[config.mk]
export PLATFORM = sky130hd
export DESIGN_NAME = friscv_load_writeback_flat
export DESIGN_NICKNAME = d
export VERILOG_FILES = /design/src/rtl/friscv_load_pkg.sv /design/src/rtl/friscv_load_writeback_if.sv /design/src/rtl/friscv_scfifo.sv /design/src/rtl/friscv_load_writeback.sv /design/src/flat_wrapper.sv
export SDC_FILE = /design/constraint.sdc
export NUM_CORES = 1
export LEC_CHECK = 0
export CAP_MARGIN = 20
export CORE_MARGIN = 3
export CORE_UTILIZATION = 45
export DETAILED_ROUTE_END_ITERATION = 8
export MAX_ROUTING_LAYER = met4
export PLACE_DENSITY = 0.72
export SLEW_MARGIN = 10
export SYNTH_ARGS = -nofsm -noshare
export SYNTH_HDL_FRONTEND = slang
export SYNTH_HIERARCHICAL = 1
export SYNTH_SLANG_ARGS = --single-unit
[constraint.sdc]
create_clock -name aclk -period 7.7 [get_ports aclk]
set_clock_uncertainty 0.1 [all_clocks]
set_input_delay 2.31 -clock aclk [delete_from_list [all_inputs] [get_ports aclk]]
set_output_delay 2.31 -clock aclk [all_outputs]
set_load 0.02 [all_outputs]
[src/rtl/friscv_load_pkg.sv]
// Shared types for the load writeback path: funct3 codes, error causes and the
// queue entry that remembers where a load's data has to go.
package friscv_load_pkg;

    localparam logic [2:0] LB  = 3'b000;
    localparam logic [2:0] LH  = 3'b001;
    localparam logic [2:0] LW  = 3'b010;
    localparam logic [2:0] LBU = 3'b100;
    localparam logic [2:0] LHU = 3'b101;

    typedef enum logic [1:0] {
        ERR_NONE     = 2'b00,
        ERR_BUS      = 2'b01,
        ERR_MISALIGN = 2'b10,
        ERR_FUNCT3   = 2'b11
    } err_cause_t;

    typedef struct packed {
        logic [4:0] rd;
        logic [2:0] funct3;
        logic [1:0] off;
    } load_entry_t;

    localparam int ENTRY_W = $bits(load_entry_t);

    // Illegal funct3 outranks misalignment, which outranks a bus error.
    function automatic err_cause_t load_check(input logic [2:0] funct3,
                                              input logic [1:0] off,
                                              input logic [1:0] rresp);
        case (funct3)
            LB, LBU: return (rresp != 2'b00) ? ERR_BUS : ERR_NONE;
            LH, LHU: begin
                if (off[0])
                    return ERR_MISALIGN;
                return (rresp != 2'b00) ? ERR_BUS : ERR_NONE;
            end
            LW: begin
                if (off != 2'b00)
                    return ERR_MISALIGN;
                return (rresp != 2'b00) ? ERR_BUS : ERR_NONE;
            end
            default: return ERR_FUNCT3;
        endcase
    endfunction

endpackage

[src/rtl/friscv_load_writeback_if.sv]
// Request, read-data and register-write signals of the load writeback unit.
interface friscv_load_writeback_if #(
    parameter int XLEN = 32
);
    logic              req_valid;
    logic              req_ready;
    logic [4:0]        req_rd_addr;
    logic [2:0]        req_funct3;
    logic [1:0]        req_offset;
    logic              rdata_valid;
    logic              rdata_ready;
    logic [XLEN-1:0]   rdata;
    logic [1:0]        rresp;
    logic              rd_wr;
    logic [4:0]        rd_addr;
    logic [XLEN-1:0]   rd_val;
    logic [XLEN/8-1:0] rd_strb;
    logic [31:0]       pending;
    logic              err_valid;
    logic [1:0]        err_cause;

    modport master (
        output req_valid, req_rd_addr, req_funct3, req_offset,
        output rdata_valid, rdata, rresp,
        input  req_ready, rdata_ready,
        input  rd_wr, rd_addr, rd_val, rd_strb, pending, err_valid, err_cause
    );

    modport slave (
        input  req_valid, req_rd_addr, req_funct3, req_offset,
        input  rdata_valid, rdata, rresp,
        output req_ready, rdata_ready,
        output rd_wr, rd_addr, rd_val, rd_strb, pending, err_valid, err_cause
    );

endinterface

[src/rtl/friscv_scfifo.sv]
// Single-clock FIFO; a pop frees its slot in the same cycle so a full FIFO can
// take a push together with a pop.
module friscv_scfifo #(
    parameter int WIDTH = 10,
    parameter int DEPTH = 4
)(
    input  logic             aclk,
    input  logic             aresetn,
    input  logic             srst,
    input  logic             push,
    input  logic [WIDTH-1:0] data_in,
    input  logic             pop,
    output logic [WIDTH-1:0] data_out,
    output logic             full,
    output logic             empty
);

    localparam int AW = $clog2(DEPTH);

    logic [WIDTH-1:0] mem [DEPTH];
    logic [AW:0]      wr_ptr;
    logic [AW:0]      rd_ptr;
    logic             do_push;
    logic             do_pop;

    assign empty    = (wr_ptr == rd_ptr);
    assign full     = (wr_ptr[AW] != rd_ptr[AW]) && (wr_ptr[AW-1:0] == rd_ptr[AW-1:0]);
    assign do_pop   = pop && !empty;
    assign do_push  = push && (!full || do_pop);
    assign data_out = mem[rd_ptr[AW-1:0]];

    // Pointers carry one extra wrap bit to tell full from empty.
    always_ff @(posedge aclk or negedge aresetn) begin
        if (!aresetn) begin
            wr_ptr <= '0;
            rd_ptr <= '0;
        end else if (srst) begin
            wr_ptr <= '0;
            rd_ptr <= '0;
        end else begin
            if (do_push)
                wr_ptr <= wr_ptr + 1'b1;
            if (do_pop)
                rd_ptr <= rd_ptr + 1'b1;
        end
    end

    always_ff @(posedge aclk) begin
        if (do_push)
            mem[wr_ptr[AW-1:0]] <= data_in;
    end

endmodule

[src/rtl/friscv_load_writeback.sv]
// Pairs queued load requests with read-data beats in order, aligns/extends the
// data and drives one registered rd write (or error pulse) per load.
module friscv_load_writeback
    import friscv_load_pkg::*;
#(
    parameter int XLEN  = 32,
    parameter int DEPTH = 4
)(
    input  logic                    aclk,
    input  logic                    aresetn,
    input  logic                    srst,
    friscv_load_writeback_if.slave  bus
);

    load_entry_t       push_entry;
    load_entry_t       head;
    logic [ENTRY_W-1:0] head_bits;
    logic              fifo_full;
    logic              fifo_empty;
    logic              req_fire;
    logic              beat_fire;

    logic [31:0]       pending_q;
    logic [31:0]       set_mask;
    logic [31:0]       clr_mask;

    logic [7:0]        byte_sel;
    logic [15:0]       half_sel;
    logic [XLEN-1:0]   ext_val;
    err_cause_t        cause;

    logic              rd_wr_q;
    logic [4:0]        rd_addr_q;
    logic [XLEN-1:0]   rd_val_q;
    logic [XLEN/8-1:0] rd_strb_q;
    logic              err_valid_q;
    err_cause_t        err_cause_q;

    // A pending destination blocks a new request, so the queue never holds a WAW pair.
    assign bus.req_ready   = !fifo_full &&
                             !(bus.req_rd_addr != 5'd0 && pending_q[bus.req_rd_addr]);
    assign bus.rdata_ready = !fifo_empty;
    assign req_fire        = bus.req_valid && bus.req_ready;
    assign beat_fire       = bus.rdata_valid && bus.rdata_ready;

    assign push_entry.rd     = bus.req_rd_addr;
    assign push_entry.funct3 = bus.req_funct3;
    assign push_entry.off    = bus.req_offset;
    assign head              = load_entry_t'(head_bits);

    friscv_scfifo #(
        .WIDTH (ENTRY_W),
        .DEPTH (DEPTH)
    ) u_queue (
        .aclk     (aclk),
        .aresetn  (aresetn),
        .srst     (srst),
        .push     (req_fire),
        .data_in  (push_entry),
        .pop      (beat_fire),
        .data_out (head_bits),
        .full     (fifo_full),
        .empty    (fifo_empty)
    );

    always_comb begin
        byte_sel = bus.rdata[{head.off, 3'b000} +: 8];
        half_sel = bus.rdata[{head.off[1], 4'b0000} +: 16];
        ext_val  = bus.rdata;
        case (head.funct3)
            LB:      ext_val = {{(XLEN-8){byte_sel[7]}}, byte_sel};
            LH:      ext_val = {{(XLEN-16){half_sel[15]}}, half_sel};
            LBU:     ext_val = {{(XLEN-8){1'b0}}, byte_sel};
            LHU:     ext_val = {{(XLEN-16){1'b0}}, half_sel};
            default: ext_val = bus.rdata;
        endcase
        cause = load_check(head.funct3, head.off, bus.rresp);
    end

    always_comb begin
        set_mask = '0;
        clr_mask = '0;
        if (req_fire && bus.req_rd_addr != 5'd0)
            set_mask[bus.req_rd_addr] = 1'b1;
        if (beat_fire && head.rd != 5'd0)
            clr_mask[head.rd] = 1'b1;
    end

    // Clearing on the beat edge makes the bit drop in the cycle the write shows up.
    always_ff @(posedge aclk or negedge aresetn) begin
        if (!aresetn)
            pending_q <= '0;
        else if (srst)
            pending_q <= '0;
        else
            pending_q <= ((pending_q & ~clr_mask) | set_mask) & ~32'd1;
    end

    always_ff @(posedge aclk or negedge aresetn) begin
        if (!aresetn) begin
            rd_wr_q     <= 1'b0;
            rd_addr_q   <= '0;
            rd_val_q    <= '0;
            rd_strb_q   <= '0;
            err_valid_q <= 1'b0;
            err_cause_q <= ERR_NONE;
        end else if (srst) begin
            rd_wr_q     <= 1'b0;
            rd_addr_q   <= '0;
            rd_val_q    <= '0;
            rd_strb_q   <= '0;
            err_valid_q <= 1'b0;
            err_cause_q <= ERR_NONE;
        end else begin
            rd_wr_q     <= beat_fire && cause == ERR_NONE && head.rd != 5'd0;
            rd_strb_q   <= (beat_fire && cause == ERR_NONE && head.rd != 5'd0) ? '1 : '0;
            err_valid_q <= beat_fire && cause != ERR_NONE;
            if (beat_fire) begin
                rd_addr_q   <= head.rd;
                rd_val_q    <= ext_val;
                err_cause_q <= cause;
            end
        end
    end

    assign bus.rd_wr     = rd_wr_q;
    assign bus.rd_addr   = rd_addr_q;
    assign bus.rd_val    = rd_val_q;
    assign bus.rd_strb   = rd_strb_q;
    assign bus.pending   = pending_q;
    assign bus.err_valid = err_valid_q;
    assign bus.err_cause = err_cause_q;

endmodule

[src/flat_wrapper.sv]
// flat-port wrapper written by rule: the top's interface ports become plain ports
module friscv_load_writeback_flat import friscv_load_pkg::*;
#(
    parameter int XLEN  = 32,
    parameter int DEPTH = 4
)
  (aclk, aresetn, srst, bus_req_valid, bus_req_rd_addr, bus_req_funct3, bus_req_offset, bus_rdata_valid, bus_rdata, bus_rresp, bus_req_ready, bus_rdata_ready, bus_rd_wr, bus_rd_addr, bus_rd_val, bus_rd_strb, bus_pending, bus_err_valid, bus_err_cause);
  friscv_load_writeback_if #(.XLEN(XLEN)) bus_i ();
  input  logic aclk;
  input  logic aresetn;
  input  logic srst;
  input wire logic [$bits(bus_i.req_valid)-1:0] bus_req_valid;
  input wire logic [$bits(bus_i.req_rd_addr)-1:0] bus_req_rd_addr;
  input wire logic [$bits(bus_i.req_funct3)-1:0] bus_req_funct3;
  input wire logic [$bits(bus_i.req_offset)-1:0] bus_req_offset;
  input wire logic [$bits(bus_i.rdata_valid)-1:0] bus_rdata_valid;
  input wire logic [$bits(bus_i.rdata)-1:0] bus_rdata;
  input wire logic [$bits(bus_i.rresp)-1:0] bus_rresp;
  output wire logic [$bits(bus_i.req_ready)-1:0] bus_req_ready;
  output wire logic [$bits(bus_i.rdata_ready)-1:0] bus_rdata_ready;
  output wire logic [$bits(bus_i.rd_wr)-1:0] bus_rd_wr;
  output wire logic [$bits(bus_i.rd_addr)-1:0] bus_rd_addr;
  output wire logic [$bits(bus_i.rd_val)-1:0] bus_rd_val;
  output wire logic [$bits(bus_i.rd_strb)-1:0] bus_rd_strb;
  output wire logic [$bits(bus_i.pending)-1:0] bus_pending;
  output wire logic [$bits(bus_i.err_valid)-1:0] bus_err_valid;
  output wire logic [$bits(bus_i.err_cause)-1:0] bus_err_cause;
  assign bus_i.req_valid = bus_req_valid;
  assign bus_i.req_rd_addr = bus_req_rd_addr;
  assign bus_i.req_funct3 = bus_req_funct3;
  assign bus_i.req_offset = bus_req_offset;
  assign bus_i.rdata_valid = bus_rdata_valid;
  assign bus_i.rdata = bus_rdata;
  assign bus_i.rresp = bus_rresp;
  assign bus_req_ready = bus_i.req_ready;
  assign bus_rdata_ready = bus_i.rdata_ready;
  assign bus_rd_wr = bus_i.rd_wr;
  assign bus_rd_addr = bus_i.rd_addr;
  assign bus_rd_val = bus_i.rd_val;
  assign bus_rd_strb = bus_i.rd_strb;
  assign bus_pending = bus_i.pending;
  assign bus_err_valid = bus_i.err_valid;
  assign bus_err_cause = bus_i.err_cause;
  friscv_load_writeback #(.XLEN(XLEN), .DEPTH(DEPTH)) u_core (.aclk(aclk), .aresetn(aresetn), .srst(srst), .bus(bus_i));
endmodule
==> impl_metrics.json, run 1 <==
{
  "status": "completed",
  "htreeDepth": 4,
  "p_total_mw": 2.57,
  "first_pass_iters": 5,
  "synth_edf_count": 40,
  "drv_slew": 0,
  "crit_path_end": "bus_req_ready",
  "cts_setup_buffers": 0,
  "ir_drop_mv": 0.198,
  "worstHoldStart": "u_core/bus.rd_val[26]",
  "synth-compound-area-share_pct": 13.9,
  "fill_cells": 1079,
  "criticalPathCategory": "in2out",
  "finalSetupViolations": 0,
  "synth_area_leaders": "dfrtp_1 (32%), edfxtp_1 (20%), o21ai_0 (5.1%), nand2_1 (4.7%), mux4_2 (4.4%)",
  "critPathMaxFanout": 24,
  "layout_min_cycle_time_ns": 7.28,
  "slew_headroom_pct": 44.6,
  "overflow": 0,
  "die_y_um": 123,
  "cts_hold_buf": 0,
  "r2r-start": "u_core/u_queue/rd_ptr[0]",
  "cts_tree": "yes",
  "drc": 0,
  "synth-simple-area-share_pct": 19.6,
  "cap_violations": 0,
  "antenna_left": 0,
  "syn_to_final_growth_pct": 32.3,
  "worst_pin_slew_ns": 0.831,
  "start_kind": "input pin",
  "clock_path_buffers": 2,
  "worstReg2RegEnd": "u_core/u_queue/wr_ptr[2]",
  "r2r_cells": 8,
  "die_area_um2": 15100,
  "clk_latency_ns": 0.41,
  "startpoint": "bus_req_rd_addr[0]",
  "cts-root-buf": "clkbuf_16",
  "yosys_warnings": 6,
  "min_period_over_period_pct": 94.6,
  "syn_nets": 620,
  "wl_per_cell_um": 19.4,
  "synth_mux_area_share_pct": 9.28,
  "die_x_um": 123,
  "grt_pass1_wl_mm": 26.6,
  "powerDensity_nw_per_um2": 317,
  "nNetsFinal": 736,
  "gp_congestion": 0.907,
  "synth_fa_ha_area_share_pct": 1.02,
  "worst_ep_arrival_time_ns": 4.87,
  "synth.distinct_cells": 69,
  "ys_seq_elements": 118,
  "final_core_utilization_pct": 61.0,
  "viasPerCell": 5.75,
  "cts_sinks": 118,
  "fmax_ghz": 0.137,
  "rrSetupSlack_ns": 3.50,
  "grt_pass1_vias": 4823,
  "hold_viol_final": 0,
  "cp-end-kind": "output pin",
  "cts_buffers": 17,
  "io_pins": 128,
  "track_usage_pct": 24.1,
  "placedCellCount": 838,
  "hold_path_class": "reg2reg",
  "syn_inst": 566,
  "io_buffer_count": 126,
  "synth_flop_cell": "dfrtp_1",
  "antenna_found_initial": 0,
  "design.core.area_um2": 13300,
  "initialDrtViolationCount": 438,
  "clk_pin_slew_ns": 0.05,
  "ys_seq_area_share_pct": 51.4,
  "grt_setup_unrepaired": "false",
  "hpwl_mm": 12.0,
  "rows": 42,
  "diodes": 0,
  "tns_ns": 0,
  "avgSynthCellArea_um2": 10.8,
  "final_cells": 871,
  "netlist_area_um2": 6130,
  "post_cts_resized": 0,
  "synth_top_cell_by_area": "dfrtp_1",
  "vias": 5009,
  "synth_top_family_by_area": "simple AND/OR/NAND/NOR gates",
  "worst_ep_required_time_ns": 5.29,
  "wl_mm": 16.9,
  "p_leak_nw": 3.12,
  "drive_above_1_share_pct": 11.9,
  "start_util_pct": 46.1,
  "grt_max_degree": 79,
  "async_flop_share_pct": 66.1,
  "synth-xor-area-share_pct": 0.938,
  "synth_top_area_share_pct": 31.8
}
cell usage after synthesis (3+ instances only):
cell type	n
a21oi_1	15
a32o_1	7
and2_1	3
buf_2	7
buf_4	6
clkbuf_1	22
dfrtp_1	78
edfxtp_1	40
ha_1	5
inv_1	10
mux2_1	3
mux2_2	15
mux2i_1	7
mux4_2	12
nand2_1	76
nand2b_1	18
nand3_1	5
nand3b_1	23
nand4_1	6
nor2_1	28
nor2b_1	34
nor3_1	6
nor3b_1	5
nor4bb_1	3
o21ai_0	62
o221ai_1	7
o31ai_1	9
o41ai_1	3
or3_1	4
area by class of cell:
type                       instances  area [um2]  area share [%]
tap                              176         220            2.71
clock inverter                     8        70.1           0.864
timing repair buffer             135        1360            16.8
sequential                       118        3150            38.9
clock buffer                      24         513            6.32
multi-input combinational        399        2750            33.9
inverter                          11        41.3           0.509
worst min path at each step:
stage / slack [ns] / endpoint / depth (start not counted)
after floorplan: 0.49 / u_core/u_queue/rd_ptr[1] / 2
after global placement: 0.36 / u_core/bus.rd_val[27] / 2
after detailed placement: 0.37 / u_core/bus.rd_val[27] / 2
after CTS: 0.38 / u_core/bus.rd_val[27] / 2
after global routing: 0.41 / u_core/bus.rd_val[27] / 2
final: 0.38 / u_core/bus.rd_val[26] / 2
logic make-up (layout without fill, tap and decap cells):
kind of cell	count (synthesis)	after routing
compound gates	127	127
xor+xnor	4	4
fa+ha+maj	5	5
buf+inv	49	178
flops	118	118
mux	38	38
other cells	1	1
simple gates	224	224
cell usage in the layout, fill, tap and decap left out, types with 9 or more instances in the layout:
master | synthesis | routed
nand2b_1 | 18 | 18
mux2_2 | 15 | 15
edfxtp_1 | 40 | 40
nor2b_1 | 34 | 34
inv_1 | 10 | 10
nand2_1 | 76 | 76
o31ai_1 | 9 | 9
nand3b_1 | 23 | 23
clkbuf_16 | 0 | 18
dfrtp_1 | 78 | 78
mux4_2 | 12 | 12
o21ai_0 | 62 | 62
a21oi_1 | 15 | 15
clkdlybuf4s50_1 | 0 | 124
nor2_1 | 28 | 27
metrics by stage:
step,area (um2),setup slack [ns],hold WS [ns]
after CTS,8080,0.414,0.383
after global routing,8110,0.275,0.406
after global placement,7490,0.459,0.362
after detailed placement,7500,0.411,0.371
after floorplan,6130,1.53,0.486
final,8110,0.416,0.381
power by group:
group / internal, mW / switching (mW)
registers: 0.759 / 0.0798
clock network: 0.494 / 0.267
logic: 0.398 / 0.569
flip-flops by register name (all words and copies together) (netlist names):
name and cells:
u_core/u_queue/rd_ptr 3, u_core/bus.err_valid 1, u_core/u_queue/mem 40, u_core/u_queue/wr_ptr 3, u_core/bus.rd_strb 1, u_core/bus.err_cause 2, u_core/bus.pending 31, u_core/bus.rd_val 32
u_core/bus.rd_addr 5
per-layer routing:
| layer | routed length [um] | up-vias | track usage [%] | part of all wire (%) |
|---|---|---|---|---|
| li1 | - | 2301 | - | - |
| met1 | 7270 | 2452 | 32.0 | 43 |
| met2 | 8060 | 229 | 35.7 | 48 |
| met3 | 1330 | 27 | 5.71 | 7.9 |
| met4 | 263 | 0 | 10.0 | 1.6 |
| met5 | 0 | - | - | 0 |
critical path, stage by stage:
cell,delay (ns)
clkdlybuf4s50_1,0.51
buf_12,0.18
mux2_2,0.38
a221oi_2,0.40
o211ai_1,0.17
nor3_1,0.26
clkdlybuf4s50_1,0.65
(Power assumes the default switching activity.)
==> inputs of run 2 (changes only) <==
==> constraint.sdc (replaced) <==
create_clock -name aclk -period 9.02 [get_ports aclk]
set_clock_uncertainty 0.1 [all_clocks]
set_input_delay 2.706 -clock aclk [delete_from_list [all_inputs] [get_ports aclk]]
set_output_delay 2.706 -clock aclk [all_outputs]
set_load 0.02 [all_outputs]
==> impl_metrics.json, run 2 (synthesis gave the netlist of run 1 again) <==
{
  "status": "completed",
  "p_clk_share_pct": 30.2,
  "hold_path_class": "reg2reg",
  "overflow": 0,
  "start_util_pct": 46.1,
  "start_kind": "input pin",
  "clk_latency_ns": 0.41,
  "largest_reg_flops": 40,
  "critPathMaxFanout": 16,
  "die_y_um": 123,
  "cp_top_family": "buffers and inverters",
  "crit_path_frequent_cell": "clkdlybuf4s50_1",
  "htreeDepth": 4,
  "ir_drop_mv": 0.187,
  "worst_ep_arrival_time_ns": 5.61,
  "cts_hold_buf": 0,
  "worst_ep_required_time_ns": 6.21,
  "slew_headroom_pct": 32.7,
  "crit_buf_inv": 2,
  "clock_path_buffers": 2,
  "antenna_left": 0,
  "p_total_mw": 2.20,
  "cts_sinks": 118,
  "worst_pin_slew_ns": 1.01,
  "grt_setup_unrepaired": "false",
  "rows": 42,
  "hpwl_mm": 12.0,
  "drc": 0,
  "switching_share_pct": 35.8,
  "io_pins": 128,
  "final_area_um2": 8040,
  "viasPerCell": 5.73,
  "power.internal_mw": 1.42,
  "cp-end-kind": "output pin",
  "min_period_over_period_pct": 93.3,
  "design.core.area_um2": 13300,
  "die_x_um": 123,
  "pwr-share-seq_pct": 32.5,
  "diodes": 0,
  "die_area_um2": 15100,
  "fmax_ghz": 0.119,
  "p_leak_nw": 3.07,
  "grt_max_degree": 79,
  "wl_mm": 17.0,
  "grt_pass1_wl_mm": 26.5,
  "syn_to_final_growth_pct": 31.1,
  "cts_setup_buffers": 0,
  "wl_per_cell_um": 19.6,
  "drv_slew": 0,
  "hold_ws_ns": 0.381,
  "p_switching_mw": 0.789,
  "cts-root-buf": "clkbuf_16",
  "nNetsFinal": 732,
  "first_pass_iters": 5,
  "vias": 4967,
  "crit_path_max_incr_delay_ns": 0.94,
  "finalSetupViolations": 0,
  "antenna_found_initial": 0,
  "crit_path_top_delay_cell": "clkdlybuf4s50_1",
  "track_usage_pct": 24.0,
  "cts_buffers": 17,
  "final_cell_mix": "clkdlybuf4s50_1 (124), dfrtp_1 (78), nand2_1 (76)",
  "powerDensity_nw_per_um2": 274,
  "pwr-share-comb_pct": 37.3,
  "drive_above_1_share_pct": 10.7,
  "tns_ns": 0,
  "hold_viol_final": 0,
  "layout_commonest_cell": "clkdlybuf4s50_1",
  "cts_tree": "yes",
  "grt_pass1_vias": 4907,
  "layout_min_cycle_time_ns": 8.41,
  "post_cts_resized": 0,
  "initialDrtViolationCount": 443,
  "place_area_um2": 7470,
  "io_buffer_count": 126,
  "clk_pin_slew_ns": 0.05,
  "cap_violations": 0,
  "criticalPathCategory": "in2out",
  "gp_congestion": 0.900,
  "path_cells": "clkdlybuf4s50_1 -> mux2_2 -> a221oi_2 -> o211ai_1 -> nor3_1 -> clkdlybuf4s50_1"
}
## run 2: changes by cell type in the layout (fill, tap and decap cells not counted), sizes merged
| cell | before | now |
|---|---|---|
| clkbuf | 25 | 22 |
| bufinv | 1 | 3 |
| inv | 10 | 11 |
| buf | 10 | 6 |
| clkinvlp | 2 | 1 |
| clkinv | 6 | 7 |
## run 2: path summary, 6_finish.rpt
check	end	cells past startpoint	startpoint	slack [ns]
max	bus_req_ready	6	bus_req_rd_addr[0]	0.61
min	u_core/bus.rd_val[20]	2	u_core/bus.rd_val[20]	0.38
max reg2reg	u_core/u_queue/wr_ptr[2]	8	u_core/u_queue/rd_ptr[0]	4.86
min reg2reg	u_core/bus.rd_val[20]	2	u_core/bus.rd_val[20]	0.38
max in group asynchronous	u_core/u_queue/rd_ptr[2]	1	aresetn	5.81
min in group asynchronous	u_core/bus.rd_val[3]	1	aresetn	2.36
## run 2: power by group through the flow
| stage | combinational, mW | sequential (mW) | clock (mW) |
|---|---|---|---|
| 2_1_floorplan | 0.444 | 0.787 | 0 |
| 3_3_place_gp | 0.803 | 0.722 | 0 |
| 3_5_place_dp | 0.817 | 0.727 | 0 |
| 4_1_cts | 0.822 | 0.717 | 0.676 |
| 5_1_grt | 0.893 | 0.730 | 0.699 |
| 6_report | 0.823 | 0.715 | 0.666 |
## run 2: stage by stage
| step | std cells | setup WS (ns) | util (%) |
|---|---|---|---|
| global placement | 834 | 0.656 | 56.0 |
| global route | 867 | 0.463 | 60.5 |
| CTS | 867 | 0.588 | 60.5 |
| finish | 867 | 0.608 | 60.5 |
| floorplan | 566 | 2.06 | - |
| detailed placement | 835 | 0.583 | 56.2 |
## run 2: area by class of cell
class | instances | area (um2)
clock inverters | 11 | 133
repair buffers | 131 | 1300
multi-input cells | 399 | 2750
inverters | 11 | 41.3
clock buffers | 21 | 440
well taps | 176 | 220
flip-flops and latches | 118 | 3150
fillers | 1061 | 5260
## run 2: tightest hold or removal path, delay by kind of cell, from the launching register on
family             cells  cell delay [ns]
AOI/OAI and AO/OA      1             0.06
DFF                    1             0.34
and+or+nand+nor        1             0.05
## run 2: per-layer routing
layer	wire length (um)	vias to the layer above	GRT usage, %
met3	1500	31	5.71
li1	-	2285	-
met5	0	-	-
met1	7130	2400	31.4
met2	7930	251	36.6
met4	434	0	8.89
==> inputs of run 3 (changes only) <==
--- a/config.mk
+++ b/config.mk
@@ -10,9 +10,9 @@
 export CORE_UTILIZATION = 45
 export DETAILED_ROUTE_END_ITERATION = 8
 export MAX_ROUTING_LAYER = met4
-export PLACE_DENSITY = 0.72
+export PLACE_DENSITY = 0.73
 export SLEW_MARGIN = 10
 export SYNTH_ARGS = -nofsm -noshare
 export SYNTH_HDL_FRONTEND = slang
-export SYNTH_HIERARCHICAL = 1
 export SYNTH_SLANG_ARGS = --single-unit
+export TNS_END_PERCENT = 10
==> impl_metrics.json, run 3 <==
{
  "io_pins": 128,
  "largest_reg_flops": 40,
  "synth_area_leaders": "dfrtp_1 (34%), edfxtp_1 (21%), nand2_1 (4.4%), mux2i_1 (4.2%), mux4_2 (4.0%)",
  "synth_edf_count": 40,
  "place_ws_ns": 0.774,
  "worstHoldStart": "u_core.bus.rd_val[12]",
  "power.internal_mw": 1.29,
  "crit_buf_inv": 3,
  "pwr-share-seq_pct": 35.2,
  "powerDensity_nw_per_um2": 238,
  "grt_pass1_wl_mm": 26.6,
  "cts_sinks": 118,
  "hold_ws_ns": 0.362,
  "cts_setup_buffers": 0,
  "synth.most_common_cell": "dfrtp_1",
  "startpoint": "bus_req_rd_addr[0]",
  "final_core_utilization_pct": 63.1,
  "p_total_mw": 1.83,
  "cts_buffers": 17,
  "worst_ep_arrival_time_ns": 5.50,
  "antenna_left": 0,
  "r2r-start": "u_core.u_queue.rd_ptr[0]",
  "pwr-share-comb_pct": 24.1,
  "design.core.area_um2": 12200,
  "worst_ep_required_time_ns": 6.21,
  "die_area_um2": 14000,
  "io_buffer_count": 126,
  "cap_violations": 0,
  "grt_setup_unrepaired": "false",
  "antenna_found_initial": 0,
  "ys_seq_elements": 118,
  "slew_headroom_pct": 33.4,
  "finalSetupViolations": 0,
  "synth_commonest_cells": "dfrtp_1 (78), nand2_1 (67), edfxtp_1 (40)",
  "cp_top_family": "buffers and inverters",
  "synth_top_cell_by_area": "dfrtp_1",
  "syn_nets": 550,
  "path_cells": "clkdlybuf4s50_1 -> buf_4 -> nor2b_1 -> a2111oi_0 -> nor4_1 -> nor4_4 -> clkdlybuf4s50_1",
  "die_x_um": 118,
  "ir_drop_mv": 0.123,
  "start_kind": "input pin",
  "worst_pin_slew_ns": 0.999,
  "track_usage_pct": 24.6,
  "syn_to_final_growth_pct": 34.9,
  "gp_congestion": 0.940,
  "worst_slack_ns": 0.718,
  "min_period_over_period_pct": 92.0,
  "drive_above_1_share_pct": 8.47,
  "avgSynthCellArea_um2": 11.5,
  "hpwl_mm": 11.2,
  "layout_min_cycle_time_ns": 8.30,
  "crit_path_top_delay_cell": "clkdlybuf4s50_1",
  "layout_commonest_cell": "clkdlybuf4s50_1",
  "syn_inst": 496,
  "grt_max_degree": 79,
  "wl_per_cell_um": 20.5,
  "fmax_ghz": 0.120,
  "status": "completed",
  "critPathMaxFanout": 13,
  "async_flop_share_pct": 66.1,
  "vias": 4772,
  "wl_mm": 16.3,
  "nNetsFinal": 667,
  "switching_share_pct": 29.1,
  "synth.distinct_cells": 52,
  "post_cts_resized": 0,
  "die_y_um": 118,
  "viasPerCell": 6.01,
  "clk_latency_ns": 0.41,
  "p_leak_nw": 3.10,
  "crit_path_frequent_cell": "clkdlybuf4s50_1",
  "cts_hold_buf": 0,
  "synth_top_area_share_pct": 34.3,
  "ys_seq_area_share_pct": 55.4,
  "start_util_pct": 46.8,
  "final_cell_mix": "clkdlybuf4s50_1 (125), dfrtp_1 (78), nand2_1 (67)",
  "cp-end-kind": "output pin",
  "p_switching_mw": 0.532,
  "netlist_area_um2": 5690,
  "synth_flop_cell": "dfrtp_1",
  "first_pass_iters": 5,
  "hold_path_class": "reg2reg",
  "diodes": 0,
  "initialDrtViolationCount": 675,
  "crit_path_max_incr_delay_ns": 0.77,
  "drv_slew": 0,
  "rows": 40,
  "grt_pass1_vias": 4887,
  "drc": 0,
  "hold_viol_final": 0,
  "tns_ns": 0,
  "clk_pin_slew_ns": 0.05,
  "htreeDepth": 4,
  "yosys_warnings": 0,
  "cts_tree": "yes",
  "cts-root-buf": "clkbuf_16",
  "criticalPathCategory": "in2out",
  "overflow": 0,
  "p_clk_share_pct": 40.7,
  "clock_path_buffers": 2
}
[run 3: cell families (layout without fill, tap and decap cells)]
group | Yosys count | in the layout | share of synthesized area (%)
xor gates and xnor gates | 6 | 6 | 0.924
AOI/OAI and AO/OA | 119 | 119 | 15.1
buffers and inverters | 48 | 178 | 4.27
adders and majority gates | 5 | 5 | 1.10
other | 1 | 1 | 0.0659
muxes | 41 | 41 | 9.57
and+or+nand+nor | 158 | 158 | 13.5
DFF | 118 | 118 | 55.4
[run 3: cell type report]
type,instances,area (um2)
clock buffers,22,475
clock inverters,10,173
fillers,938,4490
inverters,14,52.6
multi-input cells,330,2290
flip-flops and latches,118,3150
well taps,168,210
repair buffers,132,1310
[run 3: per-layer routing]
layer  GRT usage [%]  vias to the layer above  wire length, um  part of all wire (%)
met1            31.7                     2388             6840                    42
met3            5.02                       30             1240                   7.6
met5               -                        -                0                     0
met4            11.1                        0              329                   2.0
met2            38.0                      263             7900                    48
li1                -                     2091                -                     -
[run 3: worst paths after layout]
path | endpoint | slack [ns] | cells past startpoint
setup / recovery | bus_req_ready | 0.72 | 7
hold / removal | u_core.bus.rd_val[12] | 0.36 | 2
setup reg to reg | u_core.bus.rd_val[19] | 5.55 | 6
hold reg to reg | u_core.bus.rd_val[12] | 0.36 | 2
max in group asynchronous | u_core.u_queue.wr_ptr[0] | 5.81 | 1
min in group asynchronous | u_core.bus.rd_val[19] | 2.37 | 1
[run 3: through the flow]
| step | instance area, um2 | std cells |
|---|---|---|
| global route | 7670 | 794 |
| detailed placement | 7010 | 760 |
| CTS | 7650 | 792 |
| global placement | 6990 | 759 |
| floorplan | 5690 | 496 |
| finish | 7670 | 794 |
[run 3: worst register-to-register path: stages, from the launching register on]
cell	delay, ns
dfrtp_1	0.91
xnor2_1	0.21
nand3_1	0.22
and2_1	0.58
nand2_1	0.27
nor4_4	0.90
a221o_1	0.23
[run 3: power by group through the flow]
stage / Clock (mW) / Combinational [mW] / Sequential [mW]
after floorplan: 0 / 0.233 / 0.679
after CTS: 0.749 / 0.437 / 0.644
after global routing: 0.770 / 0.474 / 0.651
after global placement: 0 / 0.425 / 0.650
after detailed placement: 0 / 0.433 / 0.653
final: 0.743 / 0.441 / 0.643
